## src/rtl/operand_queue_ctrl.sv

```systemverilog
// Circular-buffer operand queue feeding the calculator ALU: exposes the two
// oldest entries as an operand pair and executes push/replace/reduce/pop.
module operand_queue_ctrl #(
  parameter int unsigned DATA_W = 8,
  parameter int unsigned DEPTH  = 8,
  parameter int unsigned CNT_W  = $clog2(DEPTH + 1)
) (
  input  logic                clk,
  input  logic                rst,
  input  logic                op_valid,
  input  logic [1:0]          opcode,
  input  logic [DATA_W-1:0]   back,
  input  logic                err_clr,
  output logic [2*DATA_W-1:0] top_conc,
  output logic [CNT_W-1:0]    count,
  output logic                full,
  output logic                empty,
  output logic                pair_valid,
  output logic                ack,
  output logic                err,
  output logic [1:0]          err_code
);

  localparam int unsigned PTR_W = (DEPTH > 1) ? $clog2(DEPTH) : 1;

  typedef enum logic [1:0] {
    OP_PUSH    = 2'b00,
    OP_REPLACE = 2'b01,
    OP_REDUCE  = 2'b10,
    OP_POP     = 2'b11
  } op_e;

  localparam logic [1:0] CODE_NONE  = 2'b00;
  localparam logic [1:0] CODE_OVER  = 2'b01;
  localparam logic [1:0] CODE_UNDER = 2'b10;

  logic [DATA_W-1:0] mem [DEPTH];
  logic [PTR_W-1:0]  head, tail;
  logic [PTR_W-1:0]  head_d, tail_d, head_nx;
  logic [CNT_W-1:0]  count_d;
  logic              ack_d, err_d, we, legal;
  logic [1:0]        err_code_d, rej_code;

  function automatic logic [PTR_W-1:0] ptr_inc(input logic [PTR_W-1:0] p);
    if (p == PTR_W'(DEPTH - 1)) return '0;
    return p + PTR_W'(1);
  endfunction

  // Masked operand pair: never expose entries beyond the current occupancy
  always_comb begin
    head_nx  = ptr_inc(head);
    top_conc = '0;
    if (count != '0)
      top_conc[2*DATA_W-1:DATA_W] = mem[head];
    if (count >= CNT_W'(2))
      top_conc[DATA_W-1:0] = mem[head_nx];
  end

  assign full       = (count == CNT_W'(DEPTH));
  assign empty      = (count == '0);
  assign pair_valid = (count >= CNT_W'(2));

  // Next-state: legality is judged on the pre-op count
  always_comb begin
    head_d     = head;
    tail_d     = tail;
    count_d    = count;
    err_d      = err;
    err_code_d = err_code;
    we         = 1'b0;
    legal      = 1'b0;
    rej_code   = CODE_NONE;

    if (op_valid) begin
      case (op_e'(opcode))
        OP_PUSH: begin
          if (count < CNT_W'(DEPTH)) begin
            legal   = 1'b1;
            we      = 1'b1;
            tail_d  = ptr_inc(tail);
            count_d = count + CNT_W'(1);
          end else begin
            rej_code = CODE_OVER;
          end
        end
        OP_REPLACE: begin
          if (count >= CNT_W'(1)) begin
            legal  = 1'b1;
            we     = 1'b1;
            head_d = ptr_inc(head);
            tail_d = ptr_inc(tail);
          end else begin
            rej_code = CODE_UNDER;
          end
        end
        OP_REDUCE: begin
          if (count >= CNT_W'(2)) begin
            legal   = 1'b1;
            we      = 1'b1;
            head_d  = ptr_inc(ptr_inc(head));
            tail_d  = ptr_inc(tail);
            count_d = count - CNT_W'(1);
          end else begin
            rej_code = CODE_UNDER;
          end
        end
        default: begin
          if (count >= CNT_W'(1)) begin
            legal   = 1'b1;
            head_d  = ptr_inc(head);
            count_d = count - CNT_W'(1);
          end else begin
            rej_code = CODE_UNDER;
          end
        end
      endcase
    end

    // A rejection takes priority over a simultaneous clear
    if (op_valid && !legal) begin
      err_d      = 1'b1;
      err_code_d = rej_code;
    end else if (err_clr) begin
      err_d      = 1'b0;
      err_code_d = CODE_NONE;
    end

    ack_d = legal;
  end

  always_ff @(posedge clk) begin
    if (rst) begin
      head     <= '0;
      tail     <= '0;
      count    <= '0;
      ack      <= 1'b0;
      err      <= 1'b0;
      err_code <= CODE_NONE;
      for (int i = 0; i < int'(DEPTH); i++) mem[i] <= '0;
    end else begin
      head     <= head_d;
      tail     <= tail_d;
      count    <= count_d;
      ack      <= ack_d;
      err      <= err_d;
      err_code <= err_code_d;
      if (we) mem[tail] <= back;
    end
  end

endmodule

```

## config.mk

```make
export PLATFORM = sky130hd
export DESIGN_NAME = operand_queue_ctrl
export DESIGN_NICKNAME = d
export VERILOG_FILES = /design/src/rtl/operand_queue_ctrl.sv
export SDC_FILE = /design/constraint.sdc
export NUM_CORES = 1
export LEC_CHECK = 0
export CAP_MARGIN = 20
export CORE_MARGIN = 3
export CORE_UTILIZATION = 54
export CTS_BUF_LIST = sky130_fd_sc_hd__clkbuf_4
export DETAILED_ROUTE_END_ITERATION = 7
export GPL_TIMING_DRIVEN = 0
export PLACE_DENSITY = 0.78
export SYNTH_ARGS = -nofsm -noshare
export SYNTH_HDL_FRONTEND = slang
export SYNTH_SLANG_ARGS = --single-unit
```

## constraint.sdc

```tcl
create_clock -name clk -period 2.2 [get_ports clk]
set_input_delay 0.44 -clock clk [delete_from_list [all_inputs] [get_ports clk]]
set_output_delay 0.44 -clock clk [all_outputs]
set_load 0.01 [all_outputs]
```

==> results.md, run 1 <==
- The flow ran to the end, but the final reports show violations.
- The checks that failed: setup timing.
- The per-cell via count in the routed design is 6.32.
- The share of cells above drive strength 1 is 36.0%.
- Global routing finished with a remaining overflow of 0.
- The number of port buffers is 39.
- The top-level port count is 41.
- Measured along the y axis, the die boundary spans 98.3 um.
- Dividing the synthesized area by the synthesized cell count gives 13.2 um2.
- The sequential cell area fraction in the yosys report is 49.2%.
- Before CTS, the worst setup slack after placement is -883 ps.
- The total nets after synthesis is 370.
- Setup repair after global routing could not meet its margin everywhere.
- The total power divided by cell area is 753 nW/um2.
- Summing all flip-flop and latch instances after layout gives 2280 um2.
- By count the netlist is led by and2_1, edfxtp_1, mux4_2.
- Summing internal, switching and leakage power gives 4.34 mW.
- The minimum clock period is 2720 ps.
- Synthesis handed over a netlist of 349 instances.
- The leakage component of the power is 2.18 nW.
- The total area inside the core boundary comes to 8260 um2.
- In the final layout, the multi-input gates occupy 2330 um2.
- Summed over its instances, the top area cell type makes up 41.8% of the synthesized netlist area.
- The number of synthesis warnings is 0.
- The leading register cell type out of synthesis is edfxtp_1.
- Counting the buffers created by CTS gives 9.
- The filler cell count is 559.
- The row count is 33.
- The initial antenna violation count is 1.
- The final setup skew is 19.8 ps.
- The most frequent cell after synthesis is and2_1.
- Summing every instance area after synthesis gives 4600 um2.
- The final net count is 455.
- For the worst setup path, the data arrival time is 2280 ps.
- TritonCTS built the clock tree.
- The DRC violations left is 0.
- The clock tree root buffer cell is clkbuf_4.
- The area growth from synthesis to layout is 25.3%.
- In the synthesized netlist the async set-or-reset flop fraction comes to 0%.
- The first global-routing pass estimated 18100 um of wire.
- The final-report hold violation count is 0.
- The type of the setup path with the least slack is flop to output pin.
- The top cell type by total area after synthesis is edfxtp_1.
- The die covers 9650 um2.
- The register-to-register path setup slack is 30 ps.
- For this configuration, the core starts out at a cell density of 55.7%.
- In this run the tightest slew margin relative to its limit is 48.0%.
- The slew at the pin closest to its max-slew limit is 780 ps.
- Measured along the x axis, the die boundary spans 98.3 um.
- The path type of the worst min-delay path is input port to flop.
- Counting distinct cell types in the post-synthesis netlist gives 56.
- The number of global-route vias before repair was 3397.
- At the end of routability-driven placement, the weighted congestion stood at 0.881.
- Entering global routing, the biggest net connects 15 pins.
- CTS saw 81 sinks.
- The first routing iteration left 291 violations.
- For the worst setup path, the data required time is 1760 ps.
- The latest clock arrival within the worst-skew pair is 420 ps.
- The largest fanout on the critical path is 6.
- The detailed-routing iteration count for the pre-antenna-repair pass is 7.
- IR analysis of the VDD net gives a maximum drop of 377 uV.
- The synthesized design contains 64 enable-type register cells.
- Setup violations remaining at the end of the flow were counted as 16.
- Derived from the worst setup path, the maximum achievable clock frequency is 367 MHz.
- The total number of H-tree levels is 3.
- The total detailed-routing wirelength is 12400 um.
- The max-slew violation total from the final report was 0.
- The post-CTS clock slew at the launch and capture registers of the worst setup and hold paths is 140 ps.
- After synthesis, the cell types taking the most area are edfxtp_1, mux4_2, and2_1.
- Hold is met by 442 ps.
- The fraction of the cycle the final worst path needs is 124%.
- The count of max-cap constraint violations is 0.
- The total routing resource utilization after global routing is 24.8%.
- The half-perimeter wire length after detailed placement is 7580 um.
- The number of routed nets with antenna violations is 0.
- The routed layout has 3447 vias.
- The kind of end point of the critical path is an output pin.
- The post-synthesis register bit count is 81.
- Counting along the longest clock path gives a buffer depth of 2.
- The average detailed-routed wire length per instance is 22.7 um.
- STA classifies the critical path startpoint as a flop.
- The final setup slack of the worst path is -523 ps.
## stage by stage
step / utilization (%) / setup TNS, ps / std cells / cell area, um2
2_1_floorplan: - / 0 / 349 / 4610
3_3_place_gp: 62.2 / -54040 / 493 / 5130
3_5_place_dp: 62.2 / -60150 / 493 / 5140
4_1_cts: 67.1 / -5250 / 526 / 5540
5_1_grt: 69.7 / -7350 / 545 / 5760
6_report: 69.7 / -5410 / 545 / 5760
## cells by family after synthesis
kind of cell / count (synthesis) / share of synthesized area, %
AOI/OAI and AO/OA: 48 / 8.55
DFF: 81 / 49.2
buffers and inverters: 26 / 2.67
adders and majority gates: 7 / 1.91
and+or+nand+nor: 141 / 21.0
xor gates and xnor gates: 3 / 0.572
muxes: 43 / 16.0
## worst max-delay path, cell delays in order (launching register included)
cell	delay, ps
dfxtp_2	360
ha_4	160
ha_4	160
nor2_4	170
buf_12	160
mux4_2	500
a22o_1	220
buf_2	140
## what timing repair did
item	CTS	global route
hold buffers	0	0
cloned	0	1
resized for setup	118	16
pin swaps	5	11
endpoints found under the setup margin	97	60
buffers inserted	20	19
## where the power goes
| group | internal [mW] | switching [mW] |
|---|---|---|
| clock network | 0.477 | 0.533 |
| logic | 0.790 | 0.722 |
| registers | 1.74 | 0.0730 |
## layer usage
metal | wire length (um) | global-route usage (%) | up-vias
li1 | - | - | 1501
met1 | 4570 | 32.1 | 1708
met3 | 1080 | 5.07 | 39
met2 | 6300 | 40.9 | 199
met5 | 0 | 0 | -
met4 | 436 | 10.7 | 0
## placed cells by master, fill, tap and decap left out, types with 7 or more instances in the layout
| cell | instances |
|---|---|
| and2_1 | 65 |
| edfxtp_1 | 64 |
| mux4_2 | 24 |
| buf_4 | 24 |
| buf_2 | 21 |
| nor2_1 | 20 |
| clkdlybuf4s50_1 | 20 |
| mux2i_1 | 16 |
| a21oi_1 | 13 |
| buf_6 | 11 |
| clkbuf_4 | 11 |
| dfxtp_1 | 11 |
| a221oi_1 | 8 |
| a22o_1 | 8 |
| or2_4 | 8 |
| nand2b_1 | 7 |
## layout make-up
cell class / count / area share, %
Inverter: 5 / 0.369
Antenna cell: 1 / 0.0434
Timing Repair Buffer: 78 / 12.3
Multi-Input combinational cell: 242 / 40.5
Clock inverter: 6 / 1.59
Tap cell: 105 / 2.28
Clock buffer: 10 / 1.30
Buffer: 17 / 2.04
Sequential cell: 81 / 39.6
## worst paths after layout
check        startpoint     endpoint  depth (start not counted)
max reg2reg    count[1]    mem[2][2]                          8
max             head[1]  top_conc[3]                          7
min           opcode[1]  err_code[1]                          3
min reg2reg         err          err                          2
## registers in the layout (all words and copies together), names as in the netlist, named ones only
register  count
ack           1
count         4
err           1
err_code      2
head          3
mem          64
tail          3
Power figures use the tool's default switching activity.
==> run 2: changes to the inputs <==
Settings changed: CORE_UTILIZATION 54 to 50, PLACE_DENSITY 0.78 to 0.73.
==> run 2 against run 1 <==
The flow still finishes with violations (setup timing). Cell count is 1.1% lower. Design area is 2.3% lower. Sequential cell count stayed put. Via count is 3.4% lower. Hold slack better by 15 ps. Wire length is 1.8% lower. Combinational power is 3% lower. Core utilization is 5.8 points lower. Sequential power hardly changed. Global-route usage is 1.0 points lower.
==> results.md, run 2 (synthesis results as in run 1) <==
- The filler cell count is 673 (+20%).
- The final weighted congestion of routability-driven global placement is 0.842 (-4.5%).
- The total number of H-tree levels is 3 (unchanged).
- The cell repeated most along the worst path is ha_4.
- In this run the worst hold path is classified as input port to flop.
- The maximum VDD drop is 452 uV (+20%).
- The final net count came to 449 (-1.3%).
- The DRC violations left was 0 (unchanged).
- The utilization after layout came to 63.9% (-5.8 points).
- The count of antenna diodes in the layout came to 0 (-1).
- The checks that failed: setup timing.
- The slew at the pin closest to its max-slew limit is 673 ps (-108 ps).
- The area of the die was 10400 um2 (+7.5%).
- Ranked by flip-flop count, first place goes to mem.
- The largest fanout on the critical path was 7 (+1).
- The final setup slack of the worst path is -495 ps (+27.6 ps).
- The number of routed nets with antenna violations is 0 (unchanged).
- The data arrival time of the worst path is 2260 ps (-20 ps).
- The number of global-route vias before repair is 3205 (-5.7%).
- The worst setup path is captured at an output pin.
- The final-report hold violation count is 0 (unchanged).
- The minimum clock period came to 2700 ps (-27.6 ps).
- The pre-CTS worst setup slack was -841 ps (+42.1 ps).
- Traced cell by cell, the critical path runs through ha_4 > ha_4 > nor2_4 > buf_12 > mux4_2 > a22o_1 > buf_2.
- The max-slew violation total from the final report is 0 (unchanged).
- The post-CTS clock slew at the launch and capture registers of the worst setup and hold paths is 120 ps (-20 ps).
- The count of max-cap constraint violations is 0 (unchanged).
- The area used by multi-input combinational logic is 2310 um2 (-0.91%).
- TritonCTS built the clock tree.
- The row count is 34 (+3.0%).
- The setup path with the least slack is of type flop to output pin.
- Grouping stages by cell kind, the critical path spends the most delay in multiplexers.
- The maximum clock rate is 371 MHz (+1.0%).
- The endpoint required time on the critical path was 1760 ps (about the same).
- The post-route cell area is 5630 um2 (-2.3%).
- The flip-flop count of the largest register after layout is 64 (unchanged).
- The register area is 2270 um2 (-0.22%).
- The largest net degree at the start of global routing was 13 (-2).
- The run finished, with violations left.
- The total routing resource utilization after global routing came to 23.8% (-1.0 points).
- The final setup skew is 14.2 ps (-5.56 ps).
- The placement-stage cell area came to 5140 um2 (about the same).
- The starting utilization of the core area is 52.2% (-3.5 points).
- The die boundary width is 102 um (+3.7%).
- The biggest cell delay along the critical path was 500 ps (about the same).
- The total negative slack for setup checks is -5040 ps (+366 ps).
- The number of port buffers came to 39 (unchanged).
- The fraction of the cycle the final worst path needs is 123% (-1.3 points).
- The number of buffers on the longest clock path is 2 (unchanged).
- The latest clock arrival within the worst-skew pair came to 420 ps (about the same).
- The relative slew slack is 55.1% (+7.1 points).
- The number of buffer and inverter stages on the critical path was 2 (unchanged).
- The total number of vias was 3330 (-3.4%).
- The total clock sinks was 81 (unchanged).
- The first-pass GRT wire length is 18000 um (-0.57%).
- The height of the die is 102 um (+3.7%).
- The average detailed-routed wire length per instance is 22.6 um (-0.69%).
- The per-cell via count in the routed design is 6.18 (-2.3%).
- The clock tree root buffer cell is clkbuf_4.
- The top-level port count is 41 (unchanged).
- The initial antenna violation count came to 0 (-1).
- In the final layout, the registers with the most flip-flops are mem: 64 flops, count: 4 flops.
- The kind of launch point of the worst setup path is a flop.
- The core outline area came to 8810 um2 (+6.6%).
- The total of endpoints with negative setup slack in the final report is 16 (unchanged).
- The half-perimeter wire length after detailed placement is 7540 um (-0.44%).
- The hold buffer count at cts is 0 (unchanged).
- The TritonCTS buffer count was 9 (unchanged).
- The leakage component of the power came to 2.13 nW (-2.3%).
- The top cell types in the final layout, fill and taps aside, are and2_1, edfxtp_1, mux4_2, buf_4.
- The number of DRC violations after detailed-routing iteration 0 is 268 (-7.9%).
- The total detailed-routing wirelength is 12200 um (-1.8%).
- The master of the slowest instance on the critical path is mux4_2.
- The detailed-routing iteration count for the pre-antenna-repair pass is 5 (-2).
- From synthesis to final layout, the design area changed by 22.4%.
- Setup repair after global routing could not meet its margin everywhere.
- The share of cells above drive strength 1 is 33.9% (-2.1 points).
- Leaving out fill and tap cells, the most frequent cell in the layout is and2_1.
- The total power divided by cell area is 725 nW/um2 (-3.8%).
- The total grt overflow is 0 (unchanged).
[run 2: cell type report]
type                            instances  share of cell area, %
Tap cell                              108                   2.40
Clock inverter                          5                  0.867
Timing Repair Buffer                   72                   11.1
Clock buffer                            9                   1.20
Inverter                                5                  0.334
Sequential cell                        81                   40.4
Buffer                                 17                   2.58
Multi-Input combinational cell        242                   41.0
[run 2: final timing paths]
kind / slack (ps) / startpoint / cells past startpoint / to
worst max register to register: 80 / count[1] / 8 / mem[0][3]
worst max-delay path: -500 / head[1] / 7 / top_conc[1]
worst min register to register: 490 / err / 2 / err
worst min-delay path: 460 / opcode[1] / 3 / err_code[1]
[run 2: timing repair]
| item | CTS | global route |
|---|---|---|
| resized for setup | 112 | 11 |
| hold endpoints to repair | 0 | 0 |
| endpoints found under the setup margin | 127 | 61 |
| buffers inserted | 23 | 9 |
| pin swaps | 7 | 5 |
| cloned | 0 | 1 |
[run 2: metrics by stage]
stage	power, mW	hold WS (ps)	cells
detailed placement	3.02	467	496
CTS	3.94	442	529
global placement	3.00	460	496
floorplan	2.57	493	349
finish	4.08	457	539
global route	4.24	467	539
[run 2: report_power, final]
| group | total (mW) | switching, mW | internal (mW) |
|---|---|---|---|
| clock network | 0.811 | 0.485 | 0.326 |
| logic | 1.46 | 0.704 | 0.753 |
| registers | 1.81 | 0.0690 | 1.74 |
| total | 4.08 | 1.26 | 2.82 |
[run 2: worst min-delay path, delay by kind of cell]
kind / cells / cell delay, ps
AOI/OAI and AO/OA: 2 / 220
buffers and inverters: 1 / 170
[run 2: routing by layer]
layer / track usage [%] / part of all wire (%) / vias to the layer above
met5: 0 / 0 / -
met4: 8.98 / 2.4 / 0
met3: 4.23 / 8.1 / 26
met2: 39.4 / 49 / 169
met1: 31.6 / 40 / 1649
li1: - / - / 1486
==> run 3: changes to the inputs <==
Settings changed: CORE_MARGIN 3 to 2, CORE_UTILIZATION 50 to 45, PLACE_DENSITY 0.73 to 0.67, TNS_END_PERCENT set to 100.
==> run 3 against run 2 <==
The run still ends with setup timing left. Non-clock buffer count increased by 10. Hold slack worse by 15 ps. Critical endpoint is now top_conc[0]. Power is 1.5% lower. Clock power down 3.1%. First-iteration DRC count down 56%.
==> results.md, run 3 (synthesis results as in run 1) <==
- Counting flops per register, the top entry is mem.
- The final-report hold violation count is 0 (unchanged).
- The number of DRC violations after detailed-routing iteration 0 is 118 (-56%).
- The relative slew slack came to 57.2% (+2.2 points).
- The final net count is 459 (+2.2%).
- The total negative slack for setup checks is -5880 ps (-843 ps).
- The max-slew violation total from the final report is 0 (unchanged).
- The share of cells above drive strength 1 is 35.9% (+2.0 points).
- The fraction of the cycle the final worst path needs is 125% (+2.4 points).
- The area of the die is 11000 um2 (+6.4%).
- The largest net degree at the start of global routing is 14 (+1).
- The final setup slack of the worst path is -547 ps (-52.3 ps).
- The die boundary width is 105 um (+3.1%).
- The data arrival time of the worst path is 2310 ps (+50 ps).
- The largest fanout on the critical path is 5 (-2).
- The cell count after placement is 521 (+5.0%).
- The count of antenna diodes in the layout was 0 (unchanged).
- The post-CTS clock slew at the launch and capture registers of the worst setup and hold paths came to 130 ps (about the same).
- STA classifies the critical path endpoint as an output pin.
- The DRC violations left is 0 (unchanged).
- The TritonCTS buffer count is 9 (unchanged).
- The total grt overflow is 0 (unchanged).
- Leaving out fill and tap cells, the most frequent cells in the layout are and2_1, edfxtp_1, buf_4, mux4_2, buf_2.
- The latest clock arrival within the worst-skew pair is 430 ps (about the same).
- The total number of H-tree levels was 3 (unchanged).
- The starting utilization of the core area is 46.6% (-5.6 points).
- The count of max-cap constraint violations is 0 (unchanged).
- CTS placed an instance of clkbuf_4 at the clock tree root.
- The register-to-register path setup slack is 100 ps (+20 ps).
- The type of the setup path with the least slack is flop to output pin.
- The count of non-filler cells in the finished layout came to 576 (+6.9%).
- The first-pass GRT wire length was 18800 um (+4.5%).
- The row count is 36 (+5.9%).
- The total power divided by cell area is 699 nW/um2 (-3.5%).
- The number of buffers on the longest clock path is 2 (unchanged).
- The final weighted congestion of routability-driven global placement is 0.858 (+2.0%).
- The total clock sinks is 81 (unchanged).
- The final setup skew is 17.8 ps (+3.62 ps).
- Relative to the synthesized area, the layout overhead comes to 25.0%.
- The worst setup path is launched from a flop.
- The height of the die is 105 um (+3.1%).
- Setup repair after global routing could not meet its margin everywhere.
- The total routing resource utilization after global routing is 22.8% (-1.0 points).
- The endpoint required time on the critical path came to 1760 ps (about the same).
- The total number of vias is 3254 (-2.3%).
- The final reports fail on setup timing.
- The number of global-route vias before repair is 3335 (+4.1%).
- The top-level port count is 41 (unchanged).
- The worst hold slack across all endpoints is 442 ps (-15.1 ps).
- The total of endpoints with negative setup slack in the final report is 16 (unchanged).
- The core outline area is 9860 um2 (+12%).
- The initial antenna violation count is 0 (unchanged).
- The half-perimeter wire length after detailed placement is 7800 um (+3.5%).
- The maximum VDD drop was 331 uV (-27%).
- The minimum clock period is 2750 ps (+52.3 ps).
- The total detailed-routing wirelength is 12000 um (-1.1%).
- The flow ran to the end, but the final reports show violations.
- The hold buffer count at cts came to 0 (unchanged).
- The per-cell via count in the routed design is 5.65 (-8.6%).
- Leaving out fill and tap cells, the most frequent cell in the layout is and2_1.
- The detailed-routing iteration count for the pre-antenna-repair pass is 4 (-1).
- The number of port buffers came to 39 (unchanged).
- The maximum clock rate is 364 MHz (-1.9%).
- The number of routed nets with antenna violations is 0 (unchanged).
- The flip-flop count of the largest register after layout is 64 (unchanged).
- The total power consumption of the routed design is 4.02 mW (-1.5%).
- TritonCTS built the clock tree.
- The min-delay analysis places its worst path in the category input port to flop.
- The leakage component of the power was 2.17 nW (+2.0%).
- In the final layout, the registers with the most flip-flops are mem: 64 flops, count: 4 flops.
- The average detailed-routed wire length per instance is 20.9 um (-7.4%).
- The slew at the pin closest to its max-slew limit came to 641 ps (-31.4 ps).
## run 3: final cells by class
class                      count  area [um2]
inverter                       5        18.8
timing repair buffer          82         724
multi-input combinational    242        2310
tap                          133         166
buffer                        17         134
clock buffer                  11        82.6
clock inverter                 5        32.5
sequential                    81        2270
fill                         798        4120
## run 3: layer usage
| layer | global-route usage, % | share of wire [%] | up-vias |
|---|---|---|---|
| met5 | 0 | 0 | - |
| met3 | 4.18 | 6.7 | 21 |
| met1 | 29.5 | 41 | 1627 |
| met4 | 7.14 | 2.1 | 0 |
| li1 | - | - | 1505 |
| met2 | 38.9 | 50 | 101 |
## run 3: critical path, cell delays in order (launching register included)
cell     delay [ps]
dfxtp_2         360
ha_4            160
ha_4            170
nor2_4          110
buf_6           130
buf_12          110
mux4_2          480
a22o_1          210
buf_2           130
## run 3: final timing paths
path	from	end	cells past startpoint
setup / recovery	head[1]	top_conc[0]	8
hold / removal	opcode[1]	err_code[1]	3
setup reg to reg	count[1]	mem[3][4]	7
hold reg to reg	err	err	2
## run 3: what timing repair did
item / CTS / global route
pin swaps: 5 / 9
gates resized for setup: 119 / 7
endpoints found under the setup margin: 131 / 86
buffers inserted: 24 / 18
cloned: 1 / 0
## run 3: through the flow
step	utilization (%)	instance area (um2)	setup WS (ps)
6_report	58.2	5740	-547
4_1_cts	56.6	5580	-549
5_1_grt	58.2	5740	-655
3_3_place_gp	52.4	5170	-1040
3_5_place_dp	52.4	5170	-783
2_1_floorplan	-	4610	25.2
## run 3: report_power, final
| part | switching (mW) | internal (mW) | total [mW] |
|---|---|---|---|
| logic | 0.670 | 0.750 | 1.42 |
| clock network | 0.532 | 0.254 | 0.786 |
| registers | 0.0706 | 1.74 | 1.81 |
| total | 1.27 | 2.74 | 4.02 |
